File: config.mk
export PLATFORM = sky130hd
export DESIGN_NAME = arms_counter_p
export DESIGN_NICKNAME = d
export VERILOG_FILES = /design/src/rtl/arms_counter_pkg.sv /design/src/rtl/arms_prescaler.sv /design/src/rtl/arms_counter_p.sv
export SDC_FILE = /design/constraint.sdc
export NUM_CORES = 1
export LEC_CHECK = 0
export ABC_AREA = 1
export CORE_ASPECT_RATIO = 0.75
export CORE_UTILIZATION = 45
export CTS_CLUSTER_SIZE = 40
export DETAILED_ROUTE_END_ITERATION = 8
export HOLD_SLACK_MARGIN = 0.15
export PLACE_DENSITY_LB_ADDON = 0.3
export SLEW_MARGIN = 20
export SYNTH_ARGS = -nofsm -noshare
export SYNTH_HDL_FRONTEND = slang
export SYNTH_HIERARCHICAL = 1
export SYNTH_SLANG_ARGS = --single-unit
File: constraint.sdc
create_clock -name CLK -period 2.4 [get_ports CLK]
set_input_delay 0.36 -clock CLK [delete_from_list [all_inputs] [get_ports CLK]]
set_output_delay 0.36 -clock CLK [all_outputs]
set_load 0.05 [all_outputs]
File: src/rtl/arms_counter_pkg.sv
// Shared command encodings and direction type for the arms limit counter.
package arms_counter_pkg;

    localparam logic [1:0] CMD_LOAD  = 2'b00;
    localparam logic [1:0] CMD_LIMIT = 2'b01;
    localparam logic [1:0] CMD_UP    = 2'b10;
    localparam logic [1:0] CMD_DOWN  = 2'b11;

    typedef enum logic {
        DIR_UP   = 1'b0,
        DIR_DOWN = 1'b1
    } dir_e;

endpackage

File: src/rtl/arms_prescaler.sv
// Divides enabled cycles down to one count tick every PRESCALE enabled cycles.
module arms_prescaler #(
    parameter int unsigned PRESCALE = 1,
    parameter int unsigned PS_W     = 8
) (
    input  logic CLK,
    input  logic RST,
    input  logic clr,
    input  logic en,
    output logic tick
);

    localparam logic [PS_W-1:0] PS_LAST = PS_W'(PRESCALE - 1);

    logic [PS_W-1:0] cnt_q;
    logic [PS_W-1:0] cnt_d;

    // Tick is decoded combinationally so the counter can act on the same edge.
    always_comb begin
        tick  = en && (cnt_q == PS_LAST);
        cnt_d = cnt_q;
        if (clr) begin
            cnt_d = '0;
        end else if (en) begin
            cnt_d = tick ? '0 : cnt_q + PS_W'(1);
        end
    end

    always_ff @(posedge CLK) begin
        if (RST) begin
            cnt_q <= '0;
        end else begin
            cnt_q <= cnt_d;
        end
    end

endmodule

File: src/rtl/arms_counter_p.sv
// Strobe-programmed up/down limit counter with reload/wrap mode, prescaler and status flags.
module arms_counter_p
    import arms_counter_pkg::*;
#(
    parameter int unsigned WIDTH    = 4,
    parameter int unsigned PRESCALE = 1,
    parameter int unsigned PS_W     = 8
) (
    input  logic             CLK,
    input  logic             RST,
    input  logic             STRB,
    input  logic [1:0]       CON,
    input  logic [WIDTH-1:0] DATA,
    input  logic             WRAP,
    input  logic             CEN,
    output logic [WIDTH-1:0] COUT,
    output logic             TC,
    output logic             DONE,
    output logic             BUSY
);

    logic [WIDTH-1:0] cout_q, cout_d;
    logic [WIDTH-1:0] rld_q,  rld_d;
    logic [WIDTH-1:0] lim_q,  lim_d;
    logic             busy_q, busy_d;
    logic             done_q, done_d;
    logic             tc_q,   tc_d;
    logic             wrap_q, wrap_d;
    dir_e             dir_q,  dir_d;

    logic             ps_clr;
    logic             ps_en;
    logic             tick;
    logic [WIDTH-1:0] next_cnt;

    // A strobe cycle never advances the prescaler, so a coincident tick is dropped.
    assign ps_clr = STRB && CON[1];
    assign ps_en  = busy_q && CEN && !STRB;

    arms_prescaler #(
        .PRESCALE (PRESCALE),
        .PS_W     (PS_W)
    ) u_prescaler (
        .CLK  (CLK),
        .RST  (RST),
        .clr  (ps_clr),
        .en   (ps_en),
        .tick (tick)
    );

    assign next_cnt = (dir_q == DIR_UP) ? cout_q + WIDTH'(1) : cout_q - WIDTH'(1);

    always_comb begin
        cout_d = cout_q;
        rld_d  = rld_q;
        lim_d  = lim_q;
        busy_d = busy_q;
        done_d = done_q;
        tc_d   = 1'b0;
        wrap_d = wrap_q;
        dir_d  = dir_q;
        if (STRB) begin
            case (CON)
                CMD_LOAD: begin
                    cout_d = DATA;
                    rld_d  = DATA;
                    busy_d = 1'b0;
                    done_d = 1'b0;
                end
                CMD_LIMIT: begin
                    lim_d = DATA;
                end
                default: begin
                    dir_d  = (CON == CMD_DOWN) ? DIR_DOWN : DIR_UP;
                    wrap_d = WRAP;
                    if (cout_q == lim_q) begin
                        busy_d = 1'b0;
                        done_d = 1'b1;
                        tc_d   = 1'b1;
                    end else begin
                        busy_d = 1'b1;
                        done_d = 1'b0;
                    end
                end
            endcase
        end else if (tick) begin
            if (next_cnt != lim_q) begin
                cout_d = next_cnt;
            end else if (wrap_q) begin
                cout_d = rld_q;
                tc_d   = 1'b1;
            end else begin
                cout_d = lim_q;
                busy_d = 1'b0;
                done_d = 1'b1;
                tc_d   = 1'b1;
            end
        end
    end

    always_ff @(posedge CLK) begin
        if (RST) begin
            cout_q <= '0;
            rld_q  <= '0;
            lim_q  <= '1;
            busy_q <= 1'b0;
            done_q <= 1'b0;
            tc_q   <= 1'b0;
            wrap_q <= 1'b0;
            dir_q  <= DIR_UP;
        end else begin
            cout_q <= cout_d;
            rld_q  <= rld_d;
            lim_q  <= lim_d;
            busy_q <= busy_d;
            done_q <= done_d;
            tc_q   <= tc_d;
            wrap_q <= wrap_d;
            dir_q  <= dir_d;
        end
    end

    assign COUT = cout_q;
    assign TC   = tc_q;
    assign DONE = done_q;
    assign BUSY = busy_q;

endmodule

# After elaboration in Yosys (flattened, before gate mapping)
# Index checks and enable logic that the tools add are counted.
[word_totals] in_bits=11 ram_bits=0 n_memories=0 rom_bits=0 elab_cells=60 output_inout_bits=7 latchBits=0 ff_bits=25
[classes] n_lt_le_gt_ge=0 div=0 multipliers=0 mux=24 add_sub_neg=3 n_shift=0 n_eq_ne=8 bitwise=1 reduce_logical=15
[op_table] op="$mux W4" n=6
[op_table] op="$mux W1" n=15
[op_table] op="$add A8 B1 Y8 const B" n=1
[op_table] op="$logic_not A8 Y1" n=1
[op_table] op="$mux W8" n=1
[op_table] op="$reduce_and A2 Y1" n=4
[op_table] op="$ne A2 B2 Y1 const B" n=3
[op_table] op="$add A4 B1 Y4 const B" n=1
[op_table] op="$eq A4 B4 Y1" n=1
[op_table] op="$logic_and A1 B1 Y1" n=4
[op_table] op="$ne A4 B4 Y1" n=1
[op_table] op="$pmux W1 S2" n=2
[op_table] op="$reduce_and A4 Y1" n=1
[op_table] op="$reduce_or A2 Y1" n=2
[op_table] op="$sub A4 B1 Y4 const B" n=1
[op_table] op="$eq A2 B1 Y1 const B" n=1
[op_table] op="$eq A2 B2 Y1 const B" n=1
[op_table] op="$logic_not A2 Y1" n=1
[op_table] op="$ne A2 B1 Y1 const B" n=1
[op_table] op="$reduce_bool A2 Y1" n=1
[op_table] op="$logic_not A1 Y1" n=1
[op_table] op="$not A1 Y1" n=1

# Logic depth before layout (Yosys ltp)
[logic_depth] word_depth=6 depth_mapped=13 depth_no_buf=13

# Hierarchy
# The synthesis kept the hierarchy.
[modules_own_cells] mod="arms_counter_p" seq_area_each_um2=340.3 cells_each=165 instances=1 area_per_inst_um2=1078.5
[modules_own_cells] mod="arms_prescaler" seq_area_each_um2=160.2 cells_each=75 instances=1 area_per_inst_um2=466.7

# Worst setup path after synthesis
# OpenSTA, ideal clock, no wires.
[synth_path] path_kind="register to register" startpoint="reg cout_q[1], in the netlist COUT[1]" endpoint="reg done_q, in the netlist DONE" setup_time_ns=0.114 required_ns=2.286 period_less_slack_ns=2.171 setup_slack_ns=0.229 path_stages_with_launch=10 t_arrival_ns=2.057 path_cell_list="dfxtp_1 > fa_1 > xnor2_1 > nand2_1 > nor2_4 > nand3_4 > nand2_2 > nand3_2 > a21oi_1 > nor2_1"
[synth_between] elab_chain_cells=5 word_cells_on_any_way=10 classes_between="add/sub: 2; eq/ne: 3; mux: 4; reduce/logical: 1"
[synth_lines] element="start: declaration" line_no="arms_counter_p.sv:22" source="logic [WIDTH-1:0] cout_q, cout_d;"
[synth_lines] element="start signal: assignment" line_no="arms_counter_p.sv:112" source="cout_q <= cout_d;"
[synth_lines] element="$add A4 B1 Y4 / $sub A4 B1 Y4 (equally long branches)" line_no="arms_counter_p.sv:51" source="assign next_cnt = (dir_q == DIR_UP) ? cout_q + WIDTH'(1) : cout_q - WIDTH'(1);"
[synth_lines] element="$mux W4" line_no="arms_counter_p.sv:51"
[synth_lines] element="$ne A4 B4 Y1" line_no="arms_counter_p.sv:87" source="if (next_cnt != lim_q) begin"
[synth_lines] element="$ne A2 B2 Y1 (no line)"
[synth_lines] element="$reduce_and A4 Y1 (no line)"
[synth_lines] element="end signal: assignment" line_no="arms_counter_p.sv:116" source="done_q <= done_d;"
[synth_lines] element="end: declaration" line_no="arms_counter_p.sv:26" source="logic done_q, done_d;"
# Several ways; a longest one is shown, not always the timed one.
# A chain may end at the register's enable or synchronous reset.

# Final worst setup path
# Ends and elaborated chain as after synthesis.

==> results.txt <==
- Setup repair after global routing left no endpoint under its margin.
- The average instance in the mapped netlist occupies 6.438 µm².
* Synth warn: 6
- Number of distinct library cells after synthesis: 27
* Startpoint of the lowest-slack hold path: rld_q[3]$_SDFFE_PP0P_
- Clock transition at the registers of the reported paths: ~0.09 ns
- Top-area cell type share of the netlist area: 0.3239
- The number of global-route vias before repair came to 1267.
- Diodes inserted: 0
* Cell Count, Final, Fillers Out: 304
* Setup-violating endpoint count in the final report: 0
- Across all setup checks in the final design, the least slack found is 0.3942 ns.
* Initial Util: 0.4699
- Number of cells upsized or downsized after cts: 0
* Post-CTS Setup Bufs: 0
* Worst-Skew Late Latency: 0.27 ns
- The routed design has 3392 µm of wire.
- The number of hold-slack violations in the final timing report was 0.
- CTS tree: done
* Worst min path class: reg2reg
- Hold timing on the final database bottoms out at a slack of approximately 0.47 ns.
- GRT met2 Usage: 0.2994
- Total number of vias: approximately 1500
- Sort of element at the start of the critical path: flip-flop
* I/O pin count: 18
- STA classifies the critical path endpoint as a flip-flop.
- Final min period: 2.006 ns
- Area grow syn2layout: 18.70%
- The first TritonRoute pass finished after 4 iterations.
* Max-slew violation count: 0
* Synthesized Nets: 256
* Power per unit of standard cell area: just under 500 nW/µm²
* Global-route track usage on met3: 0.03846
* Endpoint required time on the critical path: 2.57 ns
- At the pin with the least slew margin, the transition time is 0.4952 ns.
- Outcome: complete, no violations
- Seq cells post-synth: 25
* Routed via count divided by cell count: 4.770
- Number of buffers created by CTS: 3
- Fraction of layout instances using a drive strength above 1: 0.09848
* Final period util: 0.8357
- After floorplanning, the core was divided into 18 placement rows.
* Core area: 3288 µm²
* Highest clock rate: 0.4986 GHz
- Headroom to the max-slew limit: 0.6689
* Overall track demand over capacity in global routing: 0.1997
- Setup total negative slack on the finished layout was measured at 0 ns.
- Global-route wire length before repair: 5796 µm
- In this run the critical register-to-register path is captured at DONE$_SDFFE_PP0P_.
- Dividing the detail-routed wire length by the instance count gives ~11 µm.
* # Max-Cap Violations: 0
- DRC errors left: 0
- The worst hold path passes through 2 cells.
- Input and output buffers added on the ports amount to 17.
- At the worst endpoint, the arrival time is 2.18 ns.
- In this run the vertical extent of the chip is between 50 and 60 µm.
- Worst r2r src: COUT[1]$_SDFFE_PP0P_
* Worst Setup Slack post-DPL: 0.3957 ns
* Gate count after technology mapping: 240
- Die boundary width: 69.67 µm
- In this run the number of H-tree levels came out at 1.
- The number of antenna violations at the first check in global routing was 0.
* Final Wtd Congestion: 0.8481
- Buffer levels on the longest clock path: 2
- Entering global routing, the biggest net connects 15 pins.
- Total power of the final layout: 880.9 µW
- Most Used Layer, Global Route: met1
- Worst setup path category: reg2reg
* Fraction of the yosys area taken by sequential cells: 0.3239
- Total overflow reported by the global router: 0
* Leakage power: 0.0008289 µW
- Summing every instance area after synthesis gives 1545 µm².
* Worst ir drop on vdd: 0.3895 mV
- In this run, the number of DRC markers left after iteration 0 of detailed routing was 58.
* Die Outline Area: between 3000 and 4000 µm²
- Cell Count Post-Placement: 300
- Clock tree synthesis selected as its root buffer the cell sky130_fd_sc_hd__clkbuf_8.
* TritonCTS sink count: 25
- Post-route antenna net violation count: 0
- Number of nets in the finished design: approximately 280
- Setup slack on the worst reg-to-reg path comes out at between 0.3 and 0.4 ns.
- By area the synthesized netlist is led by sky130_fd_sc_hd__dfxtp_1, sky130_fd_sc_hd__nand2_1, sky130_fd_sc_hd__nor2_1, sky130_fd_sc_hd__inv_1, sky130_fd_sc_hd__nand3_1.
- After legalization and detailed placement, the total HPWL measured about 2700 µm.
* Biggest fanout along the worst timing path: 6
* Number of cell instances on the worst register-to-register path: 9
- Between clock sinks in the finished design, the worst skew comes to between 0.005 and 0.006 ns.
- The largest total area in the synthesized netlist belongs to sky130_fd_sc_hd__dfxtp_1.
- For this run, global-route usage on met1 was measured as 0.3018.
- After clock tree synthesis, the flow added hold-fix buffers numbering 0.
- For hold timing, the worst endpoint is rld_q[3]$_SDFFE_PP0P_.
==> routing by layer <==
| layer | vias up | part of all wire |
|---|---|---|
| li1 | 800 | - |
| met1 | 619 | 0.56 |
| met2 | 29 | 0.39 |
| met3 | 2 | 0.052 |
| met4 | 0 | 0.0021 |
| met5 | - | 0 |
==> report_power, final <==
| part | leakage, µW | total, µW | internal (µW) | switching (µW) |
|---|---|---|---|---|
| sequential | 0.000203 | 444 | 429 | 15.1 |
| combinational | 0.000600 | 180 | 71.2 | 109 |
| clock | 0.0000255 | 257 | 116 | 141 |
==> layout by cell type (no fill, tap or decap), types with 2 or more instances in the layout <==
cell type,count
sky130_fd_sc_hd__nand2_1,76
sky130_fd_sc_hd__nor2_1,32
sky130_fd_sc_hd__inv_1,29
sky130_fd_sc_hd__dfxtp_1,25
sky130_fd_sc_hd__nand3_1,18
sky130_fd_sc_hd__clkdlybuf4s50_1,17
sky130_fd_sc_hd__a21oi_1,12
sky130_fd_sc_hd__o21ai_0,7
sky130_fd_sc_hd__buf_4,5
sky130_fd_sc_hd__o211ai_1,4
sky130_fd_sc_hd__o21ai_1,4
sky130_fd_sc_hd__ha_1,4
sky130_fd_sc_hd__inv_2,3
sky130_fd_sc_hd__xnor2_1,3
sky130_fd_sc_hd__xor2_1,3
sky130_fd_sc_hd__nand2_2,3
sky130_fd_sc_hd__clkbuf_8,3
sky130_fd_sc_hd__nor2_2,3
sky130_fd_sc_hd__nand3_2,2
sky130_fd_sc_hd__nor2_4,2
==> synth_stat cells <==
master,number
sky130_fd_sc_hd__nand2_1,76
sky130_fd_sc_hd__nor2_1,32
sky130_fd_sc_hd__inv_1,29
sky130_fd_sc_hd__dfxtp_1,25
sky130_fd_sc_hd__nand3_1,18
sky130_fd_sc_hd__a21oi_1,12
sky130_fd_sc_hd__o21ai_0,7
sky130_fd_sc_hd__ha_1,4
sky130_fd_sc_hd__o211ai_1,4
sky130_fd_sc_hd__o21ai_1,4
sky130_fd_sc_hd__inv_2,3
sky130_fd_sc_hd__nand2_2,3
sky130_fd_sc_hd__nor2_2,3
sky130_fd_sc_hd__xnor2_1,3
sky130_fd_sc_hd__xor2_1,3
sky130_fd_sc_hd__nand3_2,2
sky130_fd_sc_hd__nor2_4,2
sky130_fd_sc_hd__buf_6,1
sky130_fd_sc_hd__clkbuf_1,1
sky130_fd_sc_hd__clkinv_4,1
sky130_fd_sc_hd__fa_1,1
sky130_fd_sc_hd__inv_4,1
sky130_fd_sc_hd__nand3_4,1
sky130_fd_sc_hd__nor3_1,1
sky130_fd_sc_hd__nor3_4,1
sky130_fd_sc_hd__o22ai_1,1
sky130_fd_sc_hd__or2_1,1
==> cells by family (layout without fill, tap and decap cells) <==
family / after synthesis / in the layout / synth area share
simple gates: 140 / 140 / 0.4016
fa+ha+maj: 5 / 5 / 0.04535
flops: 25 / 25 / 0.3239
compound gates: 28 / 28 / 0.09798
xor+xnor: 6 / 6 / 0.03401
buf+inv: 36 / 60 / 0.09716
==> registers in the layout (all words and copies together), names as in the netlist <==
signal,cells
DONE,1
wrap_q,1
lim_q,4
TC,1
BUSY,1
COUT,4
rld_q,4
u_prescaler/cnt_q,8
dir_q,1
==> metrics by stage <==
step	instance area (µm²)	utilization
final	1834	0.5578
after global routing	1834	0.5578
after CTS	1834	0.5578
after detailed placement	1788	0.5438
after global placement	1788	0.5438
after floorplan	1545	-
==> worst max-delay path by stage <==
stage	startpoint	end	slack [ns]	depth (start not counted)
detailed placement	CEN	COUT[1]$_SDFFE_PP0P_	0.40	13
CTS	COUT[1]$_SDFFE_PP0P_	DONE$_SDFFE_PP0P_	0.39	9
global route	COUT[1]$_SDFFE_PP0P_	DONE$_SDFFE_PP0P_	0.22	10
global placement	CEN	COUT[1]$_SDFFE_PP0P_	0.39	13
finish	COUT[1]$_SDFFE_PP0P_	DONE$_SDFFE_PP0P_	0.39	9
floorplan	COUT[1]$_SDFFE_PP0P_	DONE$_SDFFE_PP0P_	0.23	9
==> area by class of cell <==
class | count | area [µm²]
inverter | 34 | 135.1
fill | 333 | 1454
timing repair buffer | 22 | 207.7
sequential | 25 | 500.5
multi-input combinational | 179 | 894.6
tap | 40 | 50.05
clock inverter | 1 | 5.005
clock buffer | 3 | 41.29
==> worst max-delay path, stage by stage (launching register included) <==
cell and delay, ns:
sky130_fd_sc_hd__dfxtp_1 0.45, sky130_fd_sc_hd__fa_1 0.50, sky130_fd_sc_hd__xnor2_1 0.16, sky130_fd_sc_hd__nand2_1 0.10
sky130_fd_sc_hd__nor2_4 0.21, sky130_fd_sc_hd__nand3_4 0.13, sky130_fd_sc_hd__nand2_2 0.08, sky130_fd_sc_hd__nand3_2 0.08
sky130_fd_sc_hd__a21oi_1 0.13, sky130_fd_sc_hd__nor2_1 0.06
No activity file was read; power rests on OpenSTA's default activity.
